`src/rtl/muldiv_unit.sv`:
```
`timescale 1ns/1ps
// Iterative multiply/divide unit: shift-add multiplier and restoring divider, one bit per cycle.
// Optional macro MULDIV_SIGNED_EN adds two's-complement operation selected by is_signed.

module muldiv_unit #(
  parameter  int DATA_W = 16,
  localparam int CNT_W  = $clog2(DATA_W) + 1
) (
  input  logic              clk,
  input  logic              arst_n,
  input  logic              start,
  input  logic [1:0]        op,
  input  logic              is_signed,
  input  logic [DATA_W-1:0] operand_a,
  input  logic [DATA_W-1:0] operand_b,
  input  logic [4:0]        waddr_in,
  output logic              busy,
  output logic              done,
  output logic [DATA_W-1:0] result,
  output logic              reg_write_o,
  output logic [4:0]        waddr_o
);

  typedef enum logic [1:0] {
    S_IDLE = 2'd0,
    S_CALC = 2'd1,
    S_DONE = 2'd2
  } state_t;

  localparam logic [CNT_W-1:0] LAST_ITER = CNT_W'(DATA_W - 1);

  state_t              state_q, state_d;
  logic [CNT_W-1:0]    cnt_q, cnt_d;
  logic [1:0]          op_q, op_d;
  // acc holds the product high half or the partial remainder; lo holds the
  // product low half / multiplier or the dividend shifting into the quotient.
  logic [DATA_W-1:0]   acc_q, acc_d;
  logic [DATA_W-1:0]   lo_q, lo_d;
  logic [DATA_W-1:0]   opd_q, opd_d;
  logic [4:0]          waddr_q, waddr_d;
  logic [DATA_W-1:0]   result_q, result_d;
  logic [4:0]          waddr_out_q, waddr_out_d;

  logic [DATA_W-1:0]   a_mag, b_mag;
  logic                div_zero;

`ifdef MULDIV_SIGNED_EN
  logic sign_a, sign_b;
  logic neg_res_q, neg_res_d;
  logic neg_rem_q, neg_rem_d;

  assign sign_a = is_signed & operand_a[DATA_W-1];
  assign sign_b = is_signed & operand_b[DATA_W-1];
  assign a_mag  = sign_a ? -operand_a : operand_a;
  assign b_mag  = sign_b ? -operand_b : operand_b;
`else
  logic unused_is_signed;
  assign unused_is_signed = is_signed;
  assign a_mag = operand_a;
  assign b_mag = operand_b;
`endif

  assign div_zero = op[1] && (operand_b == '0);

  // Single iteration of the active algorithm
  logic [DATA_W:0]   mul_sum;
  logic [DATA_W:0]   div_shift;
  logic [DATA_W:0]   div_diff;
  logic [DATA_W-1:0] acc_step, lo_step;

  always_comb begin
    mul_sum   = {1'b0, acc_q} + (lo_q[0] ? {1'b0, opd_q} : '0);
    div_shift = {acc_q, lo_q[DATA_W-1]};
    div_diff  = div_shift - {1'b0, opd_q};
    acc_step  = mul_sum[DATA_W:1];
    lo_step   = {mul_sum[0], lo_q[DATA_W-1:1]};
    if (op_q[1]) begin
      if (!div_diff[DATA_W]) begin
        acc_step = div_diff[DATA_W-1:0];
        lo_step  = {lo_q[DATA_W-2:0], 1'b1};
      end else begin
        acc_step = div_shift[DATA_W-1:0];
        lo_step  = {lo_q[DATA_W-2:0], 1'b0};
      end
    end
  end

  // Result as it will be after the final iteration, sign-corrected when enabled
  logic [2*DATA_W-1:0] prod_fin;
  logic [DATA_W-1:0]   quo_fin, rem_fin, res_fin;

  always_comb begin
    prod_fin = {acc_step, lo_step};
    quo_fin  = lo_step;
    rem_fin  = acc_step;
    res_fin  = '0;
`ifdef MULDIV_SIGNED_EN
    if (neg_res_q) begin
      prod_fin = -prod_fin;
      quo_fin  = -quo_fin;
    end
    if (neg_rem_q) begin
      rem_fin = -rem_fin;
    end
`endif
    case (op_q)
      2'b00:   res_fin = prod_fin[DATA_W-1:0];
      2'b01:   res_fin = prod_fin[2*DATA_W-1:DATA_W];
      2'b10:   res_fin = quo_fin;
      default: res_fin = rem_fin;
    endcase
  end

  always_comb begin
    state_d     = state_q;
    cnt_d       = cnt_q;
    op_d        = op_q;
    acc_d       = acc_q;
    lo_d        = lo_q;
    opd_d       = opd_q;
    waddr_d     = waddr_q;
    result_d    = result_q;
    waddr_out_d = waddr_out_q;
`ifdef MULDIV_SIGNED_EN
    neg_res_d   = neg_res_q;
    neg_rem_d   = neg_rem_q;
`endif
    case (state_q)
      S_IDLE: begin
        if (start) begin
          op_d    = op;
          waddr_d = waddr_in;
          cnt_d   = '0;
          acc_d   = '0;
          if (op[1]) begin
            lo_d  = a_mag;
            opd_d = b_mag;
          end else begin
            lo_d  = b_mag;
            opd_d = a_mag;
          end
`ifdef MULDIV_SIGNED_EN
          neg_res_d = sign_a ^ sign_b;
          neg_rem_d = sign_a;
`endif
          if (div_zero) begin
            state_d     = S_DONE;
            result_d    = op[0] ? operand_a : '1;
            waddr_out_d = waddr_in;
          end else begin
            state_d = S_CALC;
          end
        end
      end
      S_CALC: begin
        acc_d = acc_step;
        lo_d  = lo_step;
        cnt_d = cnt_q + CNT_W'(1);
        if (cnt_q == LAST_ITER) begin
          state_d     = S_DONE;
          result_d    = res_fin;
          waddr_out_d = waddr_q;
        end
      end
      S_DONE: begin
        state_d = S_IDLE;
      end
      default: begin
        state_d = S_IDLE;
      end
    endcase
  end

  always_ff @(posedge clk or negedge arst_n) begin
    if (!arst_n) begin
      state_q     <= S_IDLE;
      cnt_q       <= '0;
      op_q        <= '0;
      acc_q       <= '0;
      lo_q        <= '0;
      opd_q       <= '0;
      waddr_q     <= '0;
      result_q    <= '0;
      waddr_out_q <= '0;
`ifdef MULDIV_SIGNED_EN
      neg_res_q   <= 1'b0;
      neg_rem_q   <= 1'b0;
`endif
    end else begin
      state_q     <= state_d;
      cnt_q       <= cnt_d;
      op_q        <= op_d;
      acc_q       <= acc_d;
      lo_q        <= lo_d;
      opd_q       <= opd_d;
      waddr_q     <= waddr_d;
      result_q    <= result_d;
      waddr_out_q <= waddr_out_d;
`ifdef MULDIV_SIGNED_EN
      neg_res_q   <= neg_res_d;
      neg_rem_q   <= neg_rem_d;
`endif
    end
  end

  assign busy        = (state_q != S_IDLE);
  assign done        = (state_q == S_DONE);
  assign reg_write_o = done;
  assign result      = result_q;
  assign waddr_o     = waddr_out_q;

endmodule

```
`config.mk`:
```
export PLATFORM = sky130hd
export DESIGN_NAME = muldiv_unit
export DESIGN_NICKNAME = d
export VERILOG_FILES = /design/src/rtl/muldiv_unit.sv
export SDC_FILE = /design/constraint.sdc
export NUM_CORES = 1
export LEC_CHECK = 0
export ABC_CLOCK_PERIOD_IN_PS = 6350
export BUFFER_PORTS_ARGS = -buffer_cell sky130_fd_sc_hd__buf_2
export CORE_ASPECT_RATIO = 0.5
export CORE_UTILIZATION = 53
export CTS_CLUSTER_DIAMETER = 150
export DETAILED_ROUTE_END_ITERATION = 10
export GPL_ROUTABILITY_DRIVEN = 0
export HOLD_SLACK_MARGIN = 0.15
export PLACE_DENSITY_LB_ADDON = 0.15
export SLEW_MARGIN = 0
export SYNTH_ARGS = -nofsm -noshare
export SYNTH_HDL_FRONTEND = slang
export SYNTH_SLANG_ARGS = --single-unit
```
`constraint.sdc`:
```
create_clock -name clk -period 6.35 [get_ports clk]
set_clock_uncertainty 0.05 [all_clocks]
set_input_delay 1.27 -clock clk [delete_from_list [all_inputs] [get_ports clk]]
set_output_delay 1.27 -clock clk [all_outputs]
set_load 0.01 [all_outputs]
```
==> results of run 1 <==
-- final cells by class --
cell class	count	area [um2]
clock buffer	9	225
clock inverter	7	83.8
fill	1067	4320
inverter	30	113
multi-input combinational	597	3960
sequential	83	2080
tap	159	199
timing repair buffer	70	365
-- where the power goes --
group | leakage, nW | switching [mW] | total [mW] | internal [mW]
registers | 1.02 | 0.282 | 1.07 | 0.786
clock network | 0.154 | 0.245 | 0.558 | 0.313
logic | 2.08 | 1.85 | 2.98 | 1.13
total | 3.26 | 2.38 | 4.61 | 2.22
-- final timing paths --
check,end,slack (ps),cells past startpoint
setup / recovery,result[11]$_DFFE_PN0P_,2300,12
hold / removal,waddr_q[3]$_DFFE_PN0P_,430,2
setup reg to reg,result[11]$_DFFE_PN0P_,2300,12
min in group asynchronous,cnt_q[1]$_DFFE_PN0P_,840,1
hold reg to reg,waddr_q[3]$_DFFE_PN0P_,430,2
max in group asynchronous,op_q[1]$_DFFE_PN0P_,4400,2
-- worst reg2reg max path, cell delays in order, from the launching register on --
cell and delay, ps:
dfrtp_1 420, inv_1 100, ha_1 170, inv_1 50
fa_1 470, a211oi_1 230, o21ai_1 190, o21ai_2 260
nand3b_2 170, a21oi_2 640, nor4_1 150, nor4_1 840
o31ai_1 170
-- flip-flops by register name, indices dropped and copies added (netlist names) --
signal   count
acc_q       16
lo_q        16
opd_q       16
result      16
cnt_q        5
waddr_o      5
waddr_q      5
op_q         2
state_q      2
-- per-layer routing --
layer	global-route usage, %	up-vias	wire length (um)
li1	-	2842	-
met1	46.7	2916	9000
met2	46.7	293	7680
met3	10.9	33	2110
met4	7.77	0	269
met5	0	-	0
-- cell families after synthesis --
family	after synthesis	synth area share, %
xor gates and xnor gates	19	2.60
adders and majority gates	36	7.28
and+or+nand+nor	254	19.7
AOI/OAI and AO/OA	232	23.4
buffers and inverters	77	5.63
DFF	83	32.5
muxes	56	8.98
-- Yosys cell counts, types with 3 or more instances --
cell / number
nor2b_1: 5
clkbuf_1: 34
a21oi_1: 38
nand4_1: 3
nand3_1: 29
o221ai_1: 7
nor3_1: 11
mux2i_1: 54
o211ai_1: 8
o22ai_1: 4
o31ai_1: 15
a311oi_1: 6
and2_1: 24
or3_1: 6
a31oi_1: 11
nand2b_1: 7
or4_1: 4
nor2_1: 51
a211oi_1: 9
o21ai_0: 79
and3_1: 7
dfrtp_1: 83
xor2_1: 6
buf_6: 4
xnor2_1: 13
a211o_1: 3
a21o_1: 9
inv_1: 29
clkbuf_8: 3
nand2_1: 87
o21ai_1: 5
nor4_1: 4
a221oi_1: 10
buf_2: 3
o21a_1: 5
ha_1: 34
-- through the flow --
stage | hold WS [ps] | util, % | setup WS, ps | power (mW)
2_1_floorplan | 395 | - | 3180 | 3.19
3_3_place_gp | 407 | 59.2 | 2390 | 3.89
3_5_place_dp | 412 | 59.2 | 2340 | 3.94
4_1_cts | 430 | 61.9 | 2480 | 4.52
5_1_grt | 445 | 61.9 | 2070 | 4.95
6_report | 428 | 61.9 | 2300 | 4.61
==> flow_summary.json, run 1 <==
{
  "antenna_found_initial": 0,
  "yosysWarnings": 0,
  "cts-resized-gates": 0,
  "cts.sinks": 83,
  "cap_violations": 0,
  "clk_latency_ps": 360,
  "grt_pass1_vias": 5730,
  "r2r_start": "lo_q[15]$_DFFE_PN0P_",
  "cp_data_arrival_time_ps": 4210,
  "yosysSeqAreaShare_pct": 32.5,
  "crit_path_end_kind": "flip-flop",
  "coreArea_um2": 11400,
  "postCtsSetupRepairBufs": 0,
  "ys_ff_latch": 83,
  "place_inst": 939,
  "grt_pass1_wl_um": 30600,
  "crit_path_start": "lo_q[15]$_DFFE_PN0P_",
  "areaGrowthSynthToFinish_pct": 9.88,
  "critical_path_required_ps": 6500,
  "dp.final_hpwl_um": 13400,
  "cts_buffers": 9,
  "fin_crit_sh_pct": 63.8,
  "ios": 67,
  "synth_edf_count": 0,
  "power_per_cell_area_nw_per_um2": 655,
  "portBuffers": 65,
  "synth_cell_types": 75,
  "hold_buffers": 0,
  "syn_area_um2": 6400,
  "netlist_instances": 757,
  "grt_usage_pct": 32.5,
  "initial_core_util_pct": 56.3,
  "slowest_stage": "nor4_1",
  "tns_ps": 0,
  "cp-start-kind": "flip-flop",
  "status": "finished, final reports clean",
  "cts_root_buffer": "clkbuf_16",
  "post_drt_wl_per_cell_um": 20.0,
  "netlist.area_leader.share_pct": 32.5,
  "post_dp_cell_area_um2": 6720,
  "routed_wl_um": 19100,
  "die_h_um": 79.7,
  "die_w_um": 157,
  "crit_path_cell_trace": "inv_1 -> ha_1 -> inv_1 -> fa_1 -> a211oi_1 -> o21ai_1 -> o21ai_2 -> nand3b_2 -> a21oi_2 -> nor4_1 -> nor4_1 -> o31ai_1",
  "cts_htree_levels": 3,
  "drive_gt1_share_pct": 13.4,
  "final-hold-violation-count": 0,
  "fin_area_um2": 7030,
  "post-route-min-period_ps": 4050,
  "stdcell_count": 955,
  "postRouteAntennaNets": 0,
  "worst_pin_slew_ps": 1090,
  "slew_headroom_pct": 27.4,
  "hold_start": "waddr_q[3]$_DFFE_PN0P_",
  "drc": 0,
  "vias_per_cell": 6.37,
  "rows": 27,
  "grt_overflow": 0,
  "max-vdd-ir-drop_v": 0.000528,
  "avgSynthCellArea_um2": 8.45,
  "fin_nets": 870,
  "final_cell_mix": "86 x nand2_1, 82 x dfrtp_1, 79 x o21ai_0, 64 x buf_2, 54 x mux2i_1",
  "grt_start_max_net_pins": 61,
  "leakagePower_nw": 3.26,
  "synth_largest_area_cell": "dfrtp_1",
  "drv_slew": 0,
  "dr.pass1.iters": 5,
  "mostFrequentLayoutCell": "nand2_1",
  "synthArstFlopShare_pct": 100,
  "drtIter0Drc": 559,
  "crit_buf_inv": 2,
  "clkSlewWorstSetupHoldPaths_ps": 70,
  "path_class": "flip-flop to flip-flop",
  "setup_viol": 0,
  "synth.area.top_cells": "dfrtp_1 32%, mux2i_1 8.5%, ha_1 6.7%",
  "n_antenna_cell": 0,
  "timing.fmax_ghz": 0.247,
  "rsz0062_at_grt": "no",
  "path_max_fanout": 13,
  "vias": 6084,
  "dieArea_um2": 12500,
  "clockBufferDepth": 2,
  "max_stage_delay_ps": 840,
  "cts_tree": "done",
  "path_delay_family": "compound AO/OA/AOI/OAI gates",
  "hold_class": "flip-flop to flip-flop",
  "synth_ff_type": "dfrtp_1",
  "syn_nets": 836
}
No activity file was read; power rests on OpenSTA's default activity.
==> run 2: changes to the inputs <==
--- a/config.mk
+++ b/config.mk
@@ -5,7 +5,7 @@
 export SDC_FILE = /design/constraint.sdc
 export NUM_CORES = 1
 export LEC_CHECK = 0
-export ABC_CLOCK_PERIOD_IN_PS = 6350
+export ABC_CLOCK_PERIOD_IN_PS = 3700
 export BUFFER_PORTS_ARGS = -buffer_cell sky130_fd_sc_hd__buf_2
 export CORE_ASPECT_RATIO = 0.5
 export CORE_UTILIZATION = 53
==> constraint.sdc (replaced) <==
create_clock -name clk -period 3.7 [get_ports clk]
set_clock_uncertainty 0.05 [all_clocks]
set_input_delay 0.74 -clock clk [delete_from_list [all_inputs] [get_ports clk]]
set_output_delay 0.74 -clock clk [all_outputs]
set_load 0.01 [all_outputs]
==> flow_summary.json, run 2 (synthesis results as in run 1) <==
{
  "utilization_pct": 62.8,
  "mostFrequentLayoutCell": "nand2_1",
  "path_max_fanout": 11,
  "drive_gt1_share_pct": 14.7,
  "routed_wl_um": 19200,
  "cts_tree": "done",
  "grt_overflow": 0,
  "cts.sinks": 83,
  "fin_crit_sh_pct": 96.3,
  "timing.fmax_ghz": 0.281,
  "place_ws_ps": 94.4,
  "total_power_mw": 8.06,
  "die_w_um": 157,
  "hold_class": "input pin to async pin",
  "path_class": "flip-flop to flip-flop",
  "post-route-min-period_ps": 3560,
  "path_delay_family": "compound AO/OA/AOI/OAI gates",
  "seq_area_um2": 2080,
  "crit_path_end_kind": "flip-flop",
  "grt_pass1_vias": 5832,
  "multi_input_area_um2": 3970,
  "areaGrowthSynthToFinish_pct": 11.4,
  "status": "finished, final reports clean",
  "critical_path_required_ps": 3840,
  "cp_data_arrival_time_ps": 3700,
  "antenna_found_initial": 0,
  "cts_buffers": 9,
  "tns_ps": 0,
  "dp.final_hpwl_um": 13800,
  "crit_path_cell_trace": "and2_1 -> ha_1 -> fa_1 -> a21oi_1 -> o22ai_1 -> o31a_1 -> a31oi_1 -> xor2_1 -> nor2_1 -> a311oi_2 -> buf_4 -> o31ai_1",
  "cap_violations": 0,
  "postRouteAntennaNets": 0,
  "drv_slew": 0,
  "coreArea_um2": 11400,
  "r2r_cells": 12,
  "grt_usage_pct": 32.9,
  "worst_pin_slew_ps": 781,
  "final_cell_mix": "86 x nand2_1, 82 x dfrtp_1, 79 x o21ai_0, 64 x buf_2, 54 x mux2i_1",
  "grt_pass1_wl_um": 31000,
  "dieArea_um2": 12500,
  "vias_per_cell": 6.35,
  "rows": 27,
  "ios": 67,
  "fin_area_um2": 7120,
  "cp-start-kind": "flip-flop",
  "drc": 0,
  "dr.pass1.iters": 5,
  "vias": 6143,
  "crit_buf_inv": 1,
  "slowest_stage": "dfrtp_1",
  "cp.depth": 12,
  "die_h_um": 79.7,
  "post_dp_cell_area_um2": 6810,
  "fillers": 992,
  "slew_headroom_pct": 47.9,
  "post_drt_wl_per_cell_um": 19.8,
  "portBuffers": 65,
  "leakagePower_nw": 3.32,
  "initial_core_util_pct": 56.3,
  "power_per_cell_area_nw_per_um2": 1130,
  "clockBufferDepth": 2,
  "n_antenna_cell": 0,
  "final-hold-violation-count": 0,
  "clk_latency_ps": 340,
  "max-vdd-ir-drop_v": 0.000690,
  "drtIter0Drc": 590,
  "clkSlewWorstSetupHoldPaths_ps": 60,
  "max_stage_delay_ps": 520,
  "rsz0062_at_grt": "no",
  "fin_nets": 882,
  "cts_root_buffer": "clkbuf_16",
  "worst_slack_ps": 136,
  "setup_viol": 0,
  "cts_htree_levels": 3,
  "grt_start_max_net_pins": 57
}
[run 2: area by class of cell]
| type | count | share of cell area [%] |
|---|---|---|
| clock buffers | 10 | 3.21 |
| multi-input cells | 597 | 55.7 |
| clock inverters | 6 | 1.12 |
| well taps | 159 | 2.79 |
| inverters | 30 | 1.58 |
| repair buffers | 82 | 6.39 |
| flip-flops and latches | 83 | 29.2 |
[run 2: worst paths after layout]
check                                  startpoint                      to  slack (ps)
min reg2reg                waddr_q[4]$_DFFE_PN0P_  waddr_q[4]$_DFFE_PN0P_         430
max reg2reg                   lo_q[0]$_DFFE_PN0P_   result[9]$_DFFE_PN0P_         140
max                           lo_q[0]$_DFFE_PN0P_   result[9]$_DFFE_PN0P_         140
min in group clk           waddr_q[4]$_DFFE_PN0P_  waddr_q[4]$_DFFE_PN0P_         430
max in group asynchronous                  arst_n  result[12]$_DFFE_PN0P_        2510
min                                        arst_n    cnt_q[3]$_DFFE_PN0P_         390
[run 2: power breakdown]
part / total [mW] / internal, mW / switching, mW
clock: 0.945 / 0.586 / 0.359
sequential: 1.83 / 1.35 / 0.480
combinational: 5.28 / 2.04 / 3.24
[run 2: per-stage QoR]
| step | cells | hold slack, ps |
|---|---|---|
| final | 967 | 393 |
| after CTS | 967 | 424 |
| after floorplan | 757 | 394 |
| after detailed placement | 951 | 421 |
| after global routing | 967 | 452 |
| after global placement | 951 | 410 |
[run 2: routing by layer]
layer | global-route usage [%] | wire (um)
met5 | 0 | 0
met4 | 6.70 | 174
met3 | 10.6 | 2230
met2 | 48.7 | 7880
met1 | 46.6 | 8900
[run 2: what timing repair did]
action	in CTS	in global routing
setup endpoints to repair	0	1
gates resized for setup	0	1
hold buffers	0	0
buffers inserted	0	0
